**config.mk**
```make
export PLATFORM = sky130hd
export DESIGN_NAME = weight_feeder
export DESIGN_NICKNAME = d
export VERILOG_FILES = /design/src/rtl/weight_feeder.sv
export SDC_FILE = /design/constraint.sdc
export NUM_CORES = 1
export LEC_CHECK = 0
export CAP_MARGIN = 25
export CORE_MARGIN = 4
export CORE_UTILIZATION = 47
export CTS_CLUSTER_DIAMETER = 80
export DETAILED_ROUTE_END_ITERATION = 8
export HOLD_SLACK_MARGIN = 0.1
export PLACE_DENSITY = 0.75
export REMOVE_ABC_BUFFERS = 1
export SYNTH_ARGS = -nofsm -noshare
export SYNTH_HDL_FRONTEND = slang
export SYNTH_SLANG_ARGS = --single-unit
export TNS_END_PERCENT = 5
```
**constraint.sdc**
```tcl
create_clock -name clk -period 1.8 [get_ports clk]
set_clock_uncertainty 0.05 [all_clocks]
set_input_delay 0.27 -clock clk [delete_from_list [all_inputs] [get_ports clk]]
set_output_delay 0.27 -clock clk [all_outputs]
set_load 0.1 [all_outputs]
```
**src/rtl/weight_feeder.sv**
```systemverilog
// Weight feeder for the systolic PE array: buffers one weight tile from a
// valid/ready stream, bursts it down every column, then issues the row-skewed switch.
module weight_feeder #(
   parameter int ROWS       = 2,
   parameter int COLS       = 2,
   parameter int DATA_WIDTH = 16
) (
   input  logic                       clk,
   input  logic                       rst_n,
   input  logic                       w_valid,
   output logic                       w_ready,
   input  logic [COLS*DATA_WIDTH-1:0] w_data,
   input  logic                       switch_req,
   output logic [COLS*DATA_WIDTH-1:0] weight_out,
   output logic [COLS-1:0]            accept_w_out,
   output logic [ROWS-1:0]            switch_out,
   output logic                       loaded,
   output logic                       busy
);

   localparam int W  = COLS * DATA_WIDTH;
   localparam int CW = $clog2(ROWS + 1);
   localparam logic [CW-1:0] LAST_ROW = CW'(ROWS - 1);

   // The switch skew runs alongside FILL; it is tracked by skew_q, not a state.
   typedef enum logic [1:0] {
      ST_FILL,
      ST_BURST,
      ST_LOADED
   } state_e;

   state_e          state_q, state_d;
   logic [CW-1:0]   cnt_q, cnt_d;
   logic [W-1:0]    tile_q [ROWS];
   logic [W-1:0]    tile_d [ROWS];
   logic [W-1:0]    weight_out_q, weight_out_d;
   logic [COLS-1:0] accept_q, accept_d;
   logic [ROWS-1:0] skew_q, skew_d;
   logic            loaded_q, loaded_d;
   logic            w_ready_q, w_ready_d;
   logic            busy_q, busy_d;

   logic            handshake;
   logic [W-1:0]    first_slot;

   assign handshake = w_valid && w_ready_q;

   // With a single row, slot 0 is the beat being written in this very cycle.
   assign first_slot = (ROWS == 1) ? w_data : tile_q[0];

   always_comb begin
      // NOTE: every signal gets a default here so no path leaves it unassigned (no latch).
      state_d      = state_q;
      cnt_d        = cnt_q;
      tile_d       = tile_q;
      weight_out_d = '0;
      accept_d     = '0;
      loaded_d     = 1'b0;
      skew_d       = skew_q << 1;

      unique case (state_q)
         ST_FILL: begin
            if (handshake) begin
               for (int k = 0; k < ROWS; k++) begin
                  if (cnt_q == CW'(k)) begin
                     tile_d[k] = w_data;
                  end
               end
               if (cnt_q == LAST_ROW) begin
                  state_d      = ST_BURST;
                  cnt_d        = '0;
                  weight_out_d = first_slot;
                  accept_d     = '1;
               end else begin
                  cnt_d = cnt_q + CW'(1);
               end
            end
         end

         // cnt_q is the slot currently on weight_out; the next slot is staged each cycle.
         ST_BURST: begin
            if (cnt_q == LAST_ROW) begin
               state_d  = ST_LOADED;
               cnt_d    = '0;
               loaded_d = 1'b1;
            end else begin
               for (int k = 0; k < ROWS; k++) begin
                  if (cnt_q + CW'(1) == CW'(k)) begin
                     weight_out_d = tile_q[k];
                  end
               end
               accept_d = '1;
               cnt_d    = cnt_q + CW'(1);
            end
         end

         ST_LOADED: begin
            loaded_d = 1'b1;
            if (switch_req) begin
               state_d   = ST_FILL;
               loaded_d  = 1'b0;
               skew_d[0] = 1'b1;
            end
         end

         default: begin
            state_d = ST_FILL;
            cnt_d   = '0;
         end
      endcase

      // Hold off the final beat until the skew drains so a burst never overlaps it.
      w_ready_d = (state_d == ST_FILL) && !((cnt_d == LAST_ROW) && (skew_d != '0));
      busy_d    = (state_d == ST_BURST) || (skew_d != '0);
   end

   always_ff @(posedge clk or negedge rst_n) begin
      if (!rst_n) begin
         state_q      <= ST_FILL;
         cnt_q        <= '0;
         // NOTE: the tile buffer is small and its contents are observable, so it is reset too.
         for (int k = 0; k < ROWS; k++) begin
            tile_q[k] <= '0;
         end
         weight_out_q <= '0;
         accept_q     <= '0;
         skew_q       <= '0;
         loaded_q     <= 1'b0;
         w_ready_q    <= 1'b1;
         busy_q       <= 1'b0;
      end else begin
         // NOTE: non-blocking assignments so every flop samples the pre-edge values.
         state_q      <= state_d;
         cnt_q        <= cnt_d;
         tile_q       <= tile_d;
         weight_out_q <= weight_out_d;
         accept_q     <= accept_d;
         skew_q       <= skew_d;
         loaded_q     <= loaded_d;
         w_ready_q    <= w_ready_d;
         busy_q       <= busy_d;
      end
   end

   assign w_ready      = w_ready_q;
   assign weight_out   = weight_out_q;
   assign accept_w_out = accept_q;
   assign switch_out   = skew_q;
   assign loaded       = loaded_q;
   assign busy         = busy_q;

endmodule
```
After elaboration in Yosys (flattened, before gate mapping)
Cells that the tools add are included.
{"block": "word_totals", "ff_bits": 107, "input_bits": 36, "out_inout_bits": 39, "wordCells": 52}
{"block": "classes", "addsub": 1, "eq_ne": 6, "n_mux": 23, "n_reduce_logical": 12}
{"op": "$mux W32", "count": 5}
{"op": "$pmux W32 S2", "count": 1}
{"op": "$mux W2", "count": 9}
{"op": "$pmux W2 S3", "count": 2}
{"op": "$eq A2 B1 Y1 const B", "count": 5}
{"op": "$logic_not A2 Y1", "count": 4}
{"op": "$reduce_and A3 Y1", "count": 2}
{"op": "$mux W1", "count": 4}
{"op": "$pmux W2 S2", "count": 1}
{"op": "$logic_and A1 B1 Y1", "count": 3}
{"op": "$add A2 B1 Y2 const B", "count": 1}
{"op": "$eq A2 B2 Y1 const B", "count": 1}
{"op": "$pmux W1 S2", "count": 1}
{"op": "$reduce_bool A2 Y1", "count": 1}
{"op": "$logic_not A1 Y1", "count": 1}
{"op": "$logic_or A1 B1 Y1", "count": 1}

Logic depth before layout (Yosys ltp)
Gate-level depths: netlist of run 1.
{"block": "depth", "ltp_word": 8, "ltp_mapped": 8}

Least setup slack after synthesis of run 1
OpenSTA, ideal clock, no wires.
{"block": "synth_timing", "path_kind": "register to register", "start": "register w_ready_q, in the netlist w_ready", "end": "register tile_q (netlist bit first_slot[20])", "setup_ns": 0.125, "arrival_ns": 1.928, "setup_slack_ns": -0.303, "stages_incl_launch_ff": 5, "n_path_buf": 1, "cell_sequence": "dfstp_2 > nand3_1 > nor3_2 > buf_2 > mux2_2"}
{"block": "synth_between", "elab_chain_cells": 2}
{"item": "from (decl)", "line_no": "40", "source": "logic w_ready_q, w_ready_d;"}
{"item": "from (signal assigned)", "line_no": "140", "source": "w_ready_q <= w_ready_d;"}
{"item": "$logic_and A1 B1 Y1", "line_no": "46", "source": "assign handshake = w_valid && w_ready_q;"}
{"item": "$reduce_and A3 Y1 (no source line)"}
{"item": "to (signal assigned)", "line_no": "135", "source": "tile_q <= tile_d;"}
{"item": "to (decl)", "line_no": "34", "source": "logic [W-1:0] tile_q [ROWS];"}
Every way passes these cells.
A chain may end at the register's enable or synchronous reset.

Worst setup path after layout of run 1
{"block": "layout_timing", "start": "register state_q[1]", "end": "register tile_q (netlist bit first_slot[27])"}
{"block": "layout_between", "elab_chain_cells": 2}
{"item": "from (decl)", "line_no": "32", "source": "state_e state_q, state_d;"}
{"item": "from (signal assigned)", "line_no": "133", "source": "state_q <= state_d;"}
{"item": "$logic_not A2 Y1", "line_no": "61", "source": "unique case (state_q)"}
{"item": "$reduce_and A3 Y1 (no source line)"}
Every way passes these cells.

==> results.ini, run 1 <==
[status]
status = complete, no violations

[cts]
clock_sinks = 106
cts_buffers = 9
insertion_delay_ns = 0.37
h-tree-depth = 3
cts_root_buffer = clkbuf_8
clk_pin_slew_ns = 0.11
cts_tree = built
clock_tree.buffer_depth = 2

[synthesis]
synth_area_per_cell_um2 = 12.0
ys_types = 28
synth_top_area_cell = dfrtp_1
netlist_area_mm2 = 0.00431
syn_inst = 361
ys_seq_area_frac = 0.615
yosysWarnings = 0
yosys.area.top_type_share = 0.609
synth.area.top_cells = dfrtp_1 (61%), a22o_1 (13%), nand2_1 (8.6%)
synth_seq_cells = 106

[critical_path]
cp.arrival_ns = 1.98
critical_path_required_ns = 2.01
critPathLaunchType = flip-flop
crit-reg2reg-capture = first_slot[27]
cp-end-kind = flip-flop
rrSetupSlack_ns = 0.03
r2r_start = state_q[1]
cp_max_fo = 10
reg2regPathDepth = 7
path_class = flip-flop to flip-flop

[place]
dpl.hpwl_um = 6090
dpl_cell_area_mm2 = 0.00542
dpl.cell_count = 539
portBuffers = 74
gp_congestion = 0.780

[route]
drcViolationCount = 0
drt_iter0_markers = 151
vias = 3057
wl_per_cell_um = 16.9
viasPerCell = 5.45
postRouteAntennaNets = 0
drt-total-wl_um = 9480
dr.pass1.iters = 4

[grt]
grtUsageMet2 = 0.279
busiest_layer = met2
overflow = 0
grt_usage = 0.179
antenna_found_initial = 0
met3_usage = 0.0367
grt_pass1_wl_um = 15700
grt_util_met1 = 0.255
grt_pass1_vias = 3104
grt_max_degree = 34

[sta]
post-route-period-util = 0.982
final-setup-viol-count = 0
rsz0062_at_grt = yes
maxSlewHeadroom = 0.453
post-route-min-period_ns = 1.77
fmax_ghz = 0.566
slew_violations = 0
tightest_slew_ns = 0.818
hold_viol = 0

[layout]
drive_gt1_frac = 0.289
multi_input_area_mm2 = 0.00160
seqCellArea_mm2 = 0.00266
syn_to_final_growth_pct = 32.7
diodes = 0
nets = 488
fin_cells = 561
design_area_mm2 = 0.00573
fillers = 657

[floorplan]
dieArea_mm2 = 0.0108
die_x_um = 104
io_pins = 75
die_h_um = 104
initial_core_util = 0.490
core_mm2 = 0.00881
fp-row-count = 34

[min_path]
min_path_type = primary input to async pin

[power_and_ir_drop]
ir_drop_v = 0.00110
powerDensity_mw_per_mm2 = 1960
power_leakage_uw = 0.00275

[flow_run]
drv_cap = 0

==> final cells by class <==
cell class,instances,share of cell area
clock buffer,9,0.0216
clock inverter,7,0.0101
inverter,2,0.00131
multi-input combinational,227,0.280
sequential,106,0.464
tap,108,0.0236
timing repair buffer,102,0.199
==> metrics by stage <==
step	utilization	power (uW)	worst slack (ns)	setup TNS (ns)	hold slack, ns
floorplan	-	7790	-1.78	-148.95	-0.0756
global placement	0.616	9510	-0.149	-8.13	0.181
detailed placement	0.616	9670	-0.207	-11.63	0.193
CTS	0.639	11100	-0.0141	-0.0566	0.325
global route	0.650	11800	-0.0423	-0.773	0.340
finish	0.650	11200	0.0325	0	0.310
==> worst max-delay path, stage by stage (launching register included) <==
cell	delay (ns)
dfrtp_1	0.40
inv_2	0.08
ha_4	0.16
nand3_4	0.11
nor3_4	0.20
buf_4	0.16
buf_6	0.15
mux2_2	0.34
==> cell usage after synthesis <==
cell	instances
dfrtp_1	105
nand2_1	99
a22o_1	64
mux2_2	30
clkbuf_1	12
buf_2	11
ha_1	4
nor2_1	4
a21oi_1	3
nor2b_1	3
a211oi_1	2
and2_1	2
buf_4	2
inv_1	2
mux2_1	2
nand2b_1	2
nor3_1	2
or2_2	2
a21o_1	1
a221oi_4	1
a311oi_1	1
buf_1	1
dfstp_2	1
nand3_1	1
nand4b_1	1
nor3_2	1
o31ai_1	1
or2_1	1
==> how the worst max path moves through the flow <==
| stage | startpoint | end |
|---|---|---|
| 2_1_floorplan | w_ready | weight_out[0] |
| 3_3_place_gp | w_valid | first_slot[15] |
| 3_5_place_dp | w_valid | first_slot[9] |
| 4_1_cts | state_q[0] | first_slot[4] |
| 5_1_grt | state_q[1] | first_slot[4] |
| 6_report | state_q[1] | first_slot[27] |
==> flip-flops by register name (all words and copies together), names as in the netlist <==
| signal | cells |
|---|---|
| w_ready | 1 |
| state_q | 2 |
| tile_q | 32 |
| accept_w_out | 1 |
| cnt_q | 2 |
| switch_out | 2 |
| first_slot | 32 |
| busy | 1 |
| weight_out | 32 |
| loaded | 1 |
==> power breakdown <==
part	leakage (uW)	internal [uW]	total, uW	switching [uW]
combinational	0.00132	2200	5780	3580
sequential	0.00134	3390	4060	662
clock	0.0000886	525	1380	851
total	0.00275	6120	11200	5090
==> cell families after synthesis <==
family / after synthesis / synth area share
simple gates: 118 / 0.112
buf+inv: 28 / 0.0293
mux: 32 / 0.0835
fa+ha+maj: 4 / 0.0116
compound gates: 73 / 0.148
flops: 106 / 0.615
==> cells in the final DEF, fill, tap and decap left out, types with 3 or more instances in the layout <==
cell / netlist / layout
mux2_2: 30 / 30
inv_6: 0 / 3
clkdlybuf4s50_1: 0 / 34
buf_12: 0 / 21
dfrtp_1: 105 / 103
a21oi_1: 3 / 3
nand2_1: 99 / 99
buf_4: 2 / 43
clkbuf_8: 0 / 9
a22o_1: 64 / 64
==> layer usage <==
| metal | part of all wire | wire [um] |
|---|---|---|
| met4 | 0.016 | 148 |
| met1 | 0.46 | 4330 |
| met3 | 0.049 | 469 |
| met5 | 0 | 0 |
| met2 | 0.48 | 4530 |
==> what timing repair did <==
action / CTS / global route
hold endpoints to repair: 27 / 0
cloned: 0 / 1
hold buffers: 1 / 0
pin swaps: 0 / 4
gates resized for setup: 3 / 12
setup buffers: 0 / 4
setup endpoints to repair: 69 / 92
Power figures use the tool's default switching activity.
==> run 2: changes to the inputs <==
--- a/config.mk
+++ b/config.mk
@@ -7,11 +7,10 @@
 export LEC_CHECK = 0
 export CAP_MARGIN = 25
 export CORE_MARGIN = 4
-export CORE_UTILIZATION = 47
+export CORE_UTILIZATION = 25
 export CTS_CLUSTER_DIAMETER = 80
 export DETAILED_ROUTE_END_ITERATION = 8
 export HOLD_SLACK_MARGIN = 0.1
-export PLACE_DENSITY = 0.75
 export REMOVE_ABC_BUFFERS = 1
 export SYNTH_ARGS = -nofsm -noshare
 export SYNTH_HDL_FRONTEND = slang
==> results.ini, run 2 (synthesis gave the netlist of run 1 again) <==
[status]
status = complete, no violations

[sta]
fin_ws_ns = 0.0272  ; -0.00527 ns
post-route-min-period_ns = 1.77  ; +0.00527 ns
post-route-period-util = 0.985  ; +0.00293
slew_violations = 0  ; unchanged
final-setup-viol-count = 0  ; unchanged
fmax_ghz = 0.564  ; -0.30%
tightest_slew_ns = 0.886  ; +0.0676 ns
maxSlewHeadroom = 0.408  ; -0.0452
holdWs_ns = 0.305  ; -0.00409 ns
rsz0062_at_grt = yes
hold_viol = 0  ; unchanged

[route]
drcViolationCount = 0  ; unchanged
drt-total-wl_um = 10600  ; +12%
vias = 3038  ; -0.62%
postRouteAntennaNets = 0  ; unchanged
dr.pass1.iters = 4  ; unchanged
viasPerCell = 4.53  ; -17%
wl_per_cell_um = 15.8  ; -6.5%
drt_iter0_markers = 147  ; -2.6%

[layout]
most-common-layout-cells = dfrtp_1 (103), nand2_1 (99), a22o_1 (64)
fillers = 1640  ; +150%
fin_cells = 671  ; +20%
syn_to_final_growth_pct = 40.3
drive_gt1_frac = 0.284  ; -0.00537
final_common_cell = dfrtp_1
diodes = 0  ; unchanged
design_area_mm2 = 0.00605  ; +5.7%
nets = 486  ; -0.41%

[grt]
overflow = 0  ; unchanged
antenna_found_initial = 0  ; unchanged
grt_pass1_vias = 3375  ; +8.7%
grt_max_degree = 44  ; +29%
grt_pass1_wl_um = 17600  ; +12%
grt_usage = 0.114  ; -0.0654

[place]
dpl.hpwl_um = 6520  ; +7.1%
portBuffers = 74  ; unchanged
place_ws_ns = -0.173  ; +0.0340 ns
gp_congestion = 0.730  ; -6.4%
dpl.cell_count = 647  ; +20%
dpl_cell_area_mm2 = 0.00553  ; +2.1%

[cts]
clk_pin_slew_ns = 0.07  ; -0.04 ns
h-tree-depth = 3  ; unchanged
clock_sinks = 106  ; unchanged
cts_root_buffer = clkbuf_16
insertion_delay_ns = 0.35  ; -0.02 ns
cts_tree = built
clock_tree.buffer_depth = 2  ; unchanged
cts_buffers = 9  ; unchanged

[critical_path]
cp-end-kind = flip-flop
worstPathCellList = inv_2 > ha_4 > nand3_4 > nor3_4 > buf_12 > buf_6 > buf_16 > mux2_2
slowest_stage = dfrtp_1
cp.arrival_ns = 1.96  ; -0.02 ns
path_class = flip-flop to flip-flop
critPathLaunchType = flip-flop
cp_max_fo = 8  ; -2
critical_path_required_ns = 1.98  ; -0.03 ns
max_stage_delay_ns = 0.41  ; about the same

[floorplan]
die_h_um = 139  ; +34%
fp-row-count = 47  ; +38%
dieArea_mm2 = 0.0194  ; +80%
initial_core_util = 0.257  ; -0.233
core_mm2 = 0.0168  ; +90%
io_pins = 75  ; unchanged
die_x_um = 139  ; +34%

[min_path]
min_path_type = primary input to async pin

[power_and_ir_drop]
power.total_uw = 12000  ; +7.5%
power_leakage_uw = 0.00285  ; +3.8%
ir_drop_v = 0.00111  ; +0.96%
powerDensity_mw_per_mm2 = 1990  ; +1.6%

[flow_run]
drv_cap = 0  ; unchanged

run 2: cell count changes in the layout (fill, tap and decap cells not counted), sizes merged:
cell	delta
bufinv	+1
clkbuf	+1
buf	-1
inv	-4
clkinv	+3
clkinvlp	-2
run 2: area by class of cell:
class	instances	area (um2)	area share
multi-input cells	227	1640	0.271
inverters	2	7.51	0.00124
repair buffers	100	1180	0.195
well taps	220	275	0.0455
flip-flops and latches	106	2660	0.439
clock inverters	5	53.8	0.00889
clock buffers	11	243	0.0401
run 2: repair_timing:
action | 4_1_cts | 5_1_grt
buffers inserted | 5 | 0
pin swaps | 3 | 18
hold buffers | 1 | 0
endpoints found under the setup margin | 58 | 87
gates cloned | 2 | 0
gates resized for setup | 12 | 16
endpoints found under the hold margin | 83 | 0
run 2: routing by layer:
layer | up-vias | GRT usage | share of wire | wire length (um)
met1 | 1519 | 0.148 | 0.46 | 4870
met2 | 82 | 0.179 | 0.47 | 5000
met4 | 0 | 0.0443 | 0.017 | 184
met3 | 13 | 0.0340 | 0.051 | 545
li1 | 1424 | - | - | -
met5 | - | 0 | 0 | 0
run 2: final timing paths:
check,startpoint,endpoint,slack (ns),cells past startpoint
worst max-delay path,state_q[0],first_slot[19],0.03,8
worst max register to register,state_q[0],first_slot[19],0.03,8
worst min-delay path,rst_n,weight_out[15],0.31,2
worst min register to register,switch_out[0],switch_out[1],0.41,0
min in group clk,switch_out[0],switch_out[1],0.41,0
max in group asynchronous,rst_n,w_ready,0.80,3
run 2: worst max-delay path: cells and delay by family (launching register included):
family,cells,cell delay (ns)
buf+inv,4,0.46
flops,1,0.41
mux,1,0.34
simple gates,2,0.23
fa+ha+maj,1,0.15
run 2: power breakdown:
part / internal (uW) / switching (uW)
clock network: 1110 / 868
registers: 3400 / 655
logic: 2350 / 3660
run 2: stage by stage:
step | setup TNS [ns] | utilization
2_1_floorplan | -148.95 | -
3_3_place_gp | -7.91 | 0.330
3_5_place_dp | -8.57 | 0.330
4_1_cts | 0 | 0.358
5_1_grt | -0.818 | 0.361
6_report | 0 | 0.361
==> run 3: changes to the inputs <==
--- a/config.mk
+++ b/config.mk
@@ -7,10 +7,12 @@
 export LEC_CHECK = 0
 export CAP_MARGIN = 25
 export CORE_MARGIN = 4
-export CORE_UTILIZATION = 25
+export CORE_UTILIZATION = 50
 export CTS_CLUSTER_DIAMETER = 80
 export DETAILED_ROUTE_END_ITERATION = 8
+export DONT_BUFFER_PORTS = 1
 export HOLD_SLACK_MARGIN = 0.1
+export PLACE_DENSITY = 0.68
 export REMOVE_ABC_BUFFERS = 1
 export SYNTH_ARGS = -nofsm -noshare
 export SYNTH_HDL_FRONTEND = slang
==> results.ini, run 3 (synthesis gave the netlist of run 1 again) <==
[route]
drt-total-wl_um = 9220  ; -13%
drcViolationCount = 0  ; unchanged
postRouteAntennaNets = 0  ; unchanged
viasPerCell = 5.50  ; +21%
vias = 3001  ; -1.2%
dr.pass1.iters = 4  ; unchanged
wl_per_cell_um = 16.9  ; +6.9%
drt_iter0_markers = 203  ; +38%

[cts]
cts_tree = built
insertion_delay_ns = 0.35  ; about the same
cts_root_buffer = clkbuf_8
cts_buffers = 9  ; unchanged
clock_sinks = 106  ; unchanged
clock_tree.buffer_depth = 2  ; unchanged
h-tree-depth = 3  ; unchanged
cts_hold_buf = 33  ; +32
clk_pin_slew_ns = 0.10  ; +0.03 ns

[min_path]
min_path_type = primary input to async pin

[status]
failed_checks = hold timing
status = finished, violations left

[critical_path]
cp.arrival_ns = 1.94  ; -0.02 ns
slowest_stage = dfrtp_1
crit_family = flip-flops
setup.worst_path.start = state_q[0]
crit_buf_inv = 3  ; -1
max_stage_delay_ns = 0.40  ; about the same
critPathLaunchType = flip-flop
path_class = flip-flop to flip-flop
cp_max_fo = 9  ; +1
cp-end-kind = flip-flop
worstPathCellList = inv_2 > ha_4 > nand3_4 > nor3_4 > buf_6 > buf_16 > mux2_2
r2r_start = state_q[0]
critical_path_required_ns = 1.99  ; about the same

[sta]
fin_ws_ns = 0.0576  ; +0.0304 ns
slew_violations = 0  ; unchanged
post-route-min-period_ns = 1.74  ; -0.0304 ns
final-setup-viol-count = 0  ; unchanged
hold_viol = 106  ; +106
fin_tns_setup_ns = 0  ; unchanged
maxSlewHeadroom = 0.419  ; +0.0113
fmax_ghz = 0.574  ; +1.7%
holdWs_ns = -0.457  ; -0.762 ns
rsz0062_at_grt = no
post-route-period-util = 0.968  ; -0.0169
tightest_slew_ns = 0.869  ; -0.0170 ns

[layout]
drive_gt1_frac = 0.268  ; -0.0162
most-common-layout-cells = dfrtp_1 (102), nand2_1 (99), a22o_1 (64)
fin_cells = 546  ; -19%
diodes = 0  ; unchanged
final_common_cell = dfrtp_1
syn_to_final_growth_pct = 26.1
nets = 476  ; -2.1%

[floorplan]
die_h_um = 101  ; -28%
core_mm2 = 0.00830  ; -50%
die_x_um = 101  ; -28%
fp-row-count = 33  ; -30%
io_pins = 75  ; unchanged
dieArea_mm2 = 0.0102  ; -48%
initial_core_util = 0.520  ; +0.262

[flow_run]
drv_cap = 0  ; unchanged

[power_and_ir_drop]
power.share.switching = 0.449  ; +0.0184
power_leakage_uw = 0.00266  ; -6.9%
p_int_uw = 6010  ; -12%
pwr-share-seq = 0.365  ; +0.028
power_frac_clock = 0.144  ; -0.020
pwr-share-comb = 0.491  ; -0.008
powerDensity_mw_per_mm2 = 2010  ; +0.82%
p_sw_uw = 4900  ; -5.5%
ir_drop_v = 0.00127  ; +14%
power.total_uw = 10900  ; -9.4%

[place]
portBuffers = 0  ; -100%
dpl.hpwl_um = 5570  ; -15%
dpl.cell_count = 493  ; -24%
gp_congestion = 0.789  ; +8.2%
place_ws_ns = -0.153  ; +0.0200 ns

[grt]
antenna_found_initial = 0  ; unchanged
overflow = 0  ; unchanged
grt_usage = 0.191  ; +0.0769
grt_max_degree = 107  ; +140%
grt_pass1_wl_um = 15300  ; -13%
grt_pass1_vias = 3066  ; -9.2%

## run 3: cell types whose count changed in the layout (fill, tap and decap cells not counted), moves of 9 or more
| cell | before | now |
|---|---|---|
| dlygate4sd3_1 | 1 | 33 |
| mux2_2 | 18 | 29 |
| clkdlybuf4s50_1 | 34 | 0 |
| buf_12 | 22 | 4 |
| buf_4 | 38 | 50 |
| mux2_4 | 12 | 1 |
| clkbuf_16 | 9 | 0 |
## run 3: metrics by stage
stage / util / area (um2) / hold WS, ns
5_1_grt: 0.656 / 5440 / -0.490
3_5_place_dp: 0.578 / 4800 / -0.0716
3_3_place_gp: 0.578 / 4800 / -0.0720
6_report: 0.656 / 5440 / -0.457
4_1_cts: 0.654 / 5430 / -0.468
2_1_floorplan: - / 4200 / -0.0756
## run 3: final timing paths
check	cells after the start	to	slack, ns
worst max-delay path	7	first_slot[17]	0.06
worst min-delay path	0	first_slot[22]	-0.46
worst max register to register	7	first_slot[17]	0.06
worst min register to register	2	tile_q[21]	0.43
max in group asynchronous	0	w_ready	1.90
min in group clk	3	loaded	0.14
## run 3: layout make-up
cell class,instances,area (um2)
Fill cell,641,2860
Inverter,2,7.51
Clock buffer,10,128
Timing Repair Buffer,90,836
Multi-Input combinational cell,227,1590
Tap cell,105,131
Clock inverter,6,88.8
Sequential cell,106,2660
## run 3: repair_timing
| action | CTS | global route |
|---|---|---|
| pin swaps | 3 | 3 |
| gates cloned | 1 | 0 |
| endpoints found under the hold margin | 171 | 106 |
| endpoints found under the setup margin | 65 | 49 |
| setup buffers | 3 | 0 |
| resized for setup | 9 | 4 |
## run 3: power by group through the flow
stage / combinational, uW / sequential [uW] / clock [uW]
floorplan: 1900 / 5890 / 0
global route: 5680 / 4110 / 1710
CTS: 5360 / 3980 / 1610
detailed placement: 5120 / 4020 / 0
finish: 5350 / 3980 / 1570
global placement: 5040 / 3970 / 0
## run 3: metal layers
metal | GRT usage | up-vias | share of wire
met4 | 0.0675 | 0 | 0.010
li1 | - | 1400 | -
met1 | 0.261 | 1523 | 0.45
met3 | 0.0325 | 9 | 0.043
met2 | 0.308 | 69 | 0.50
met5 | 0 | - | 0
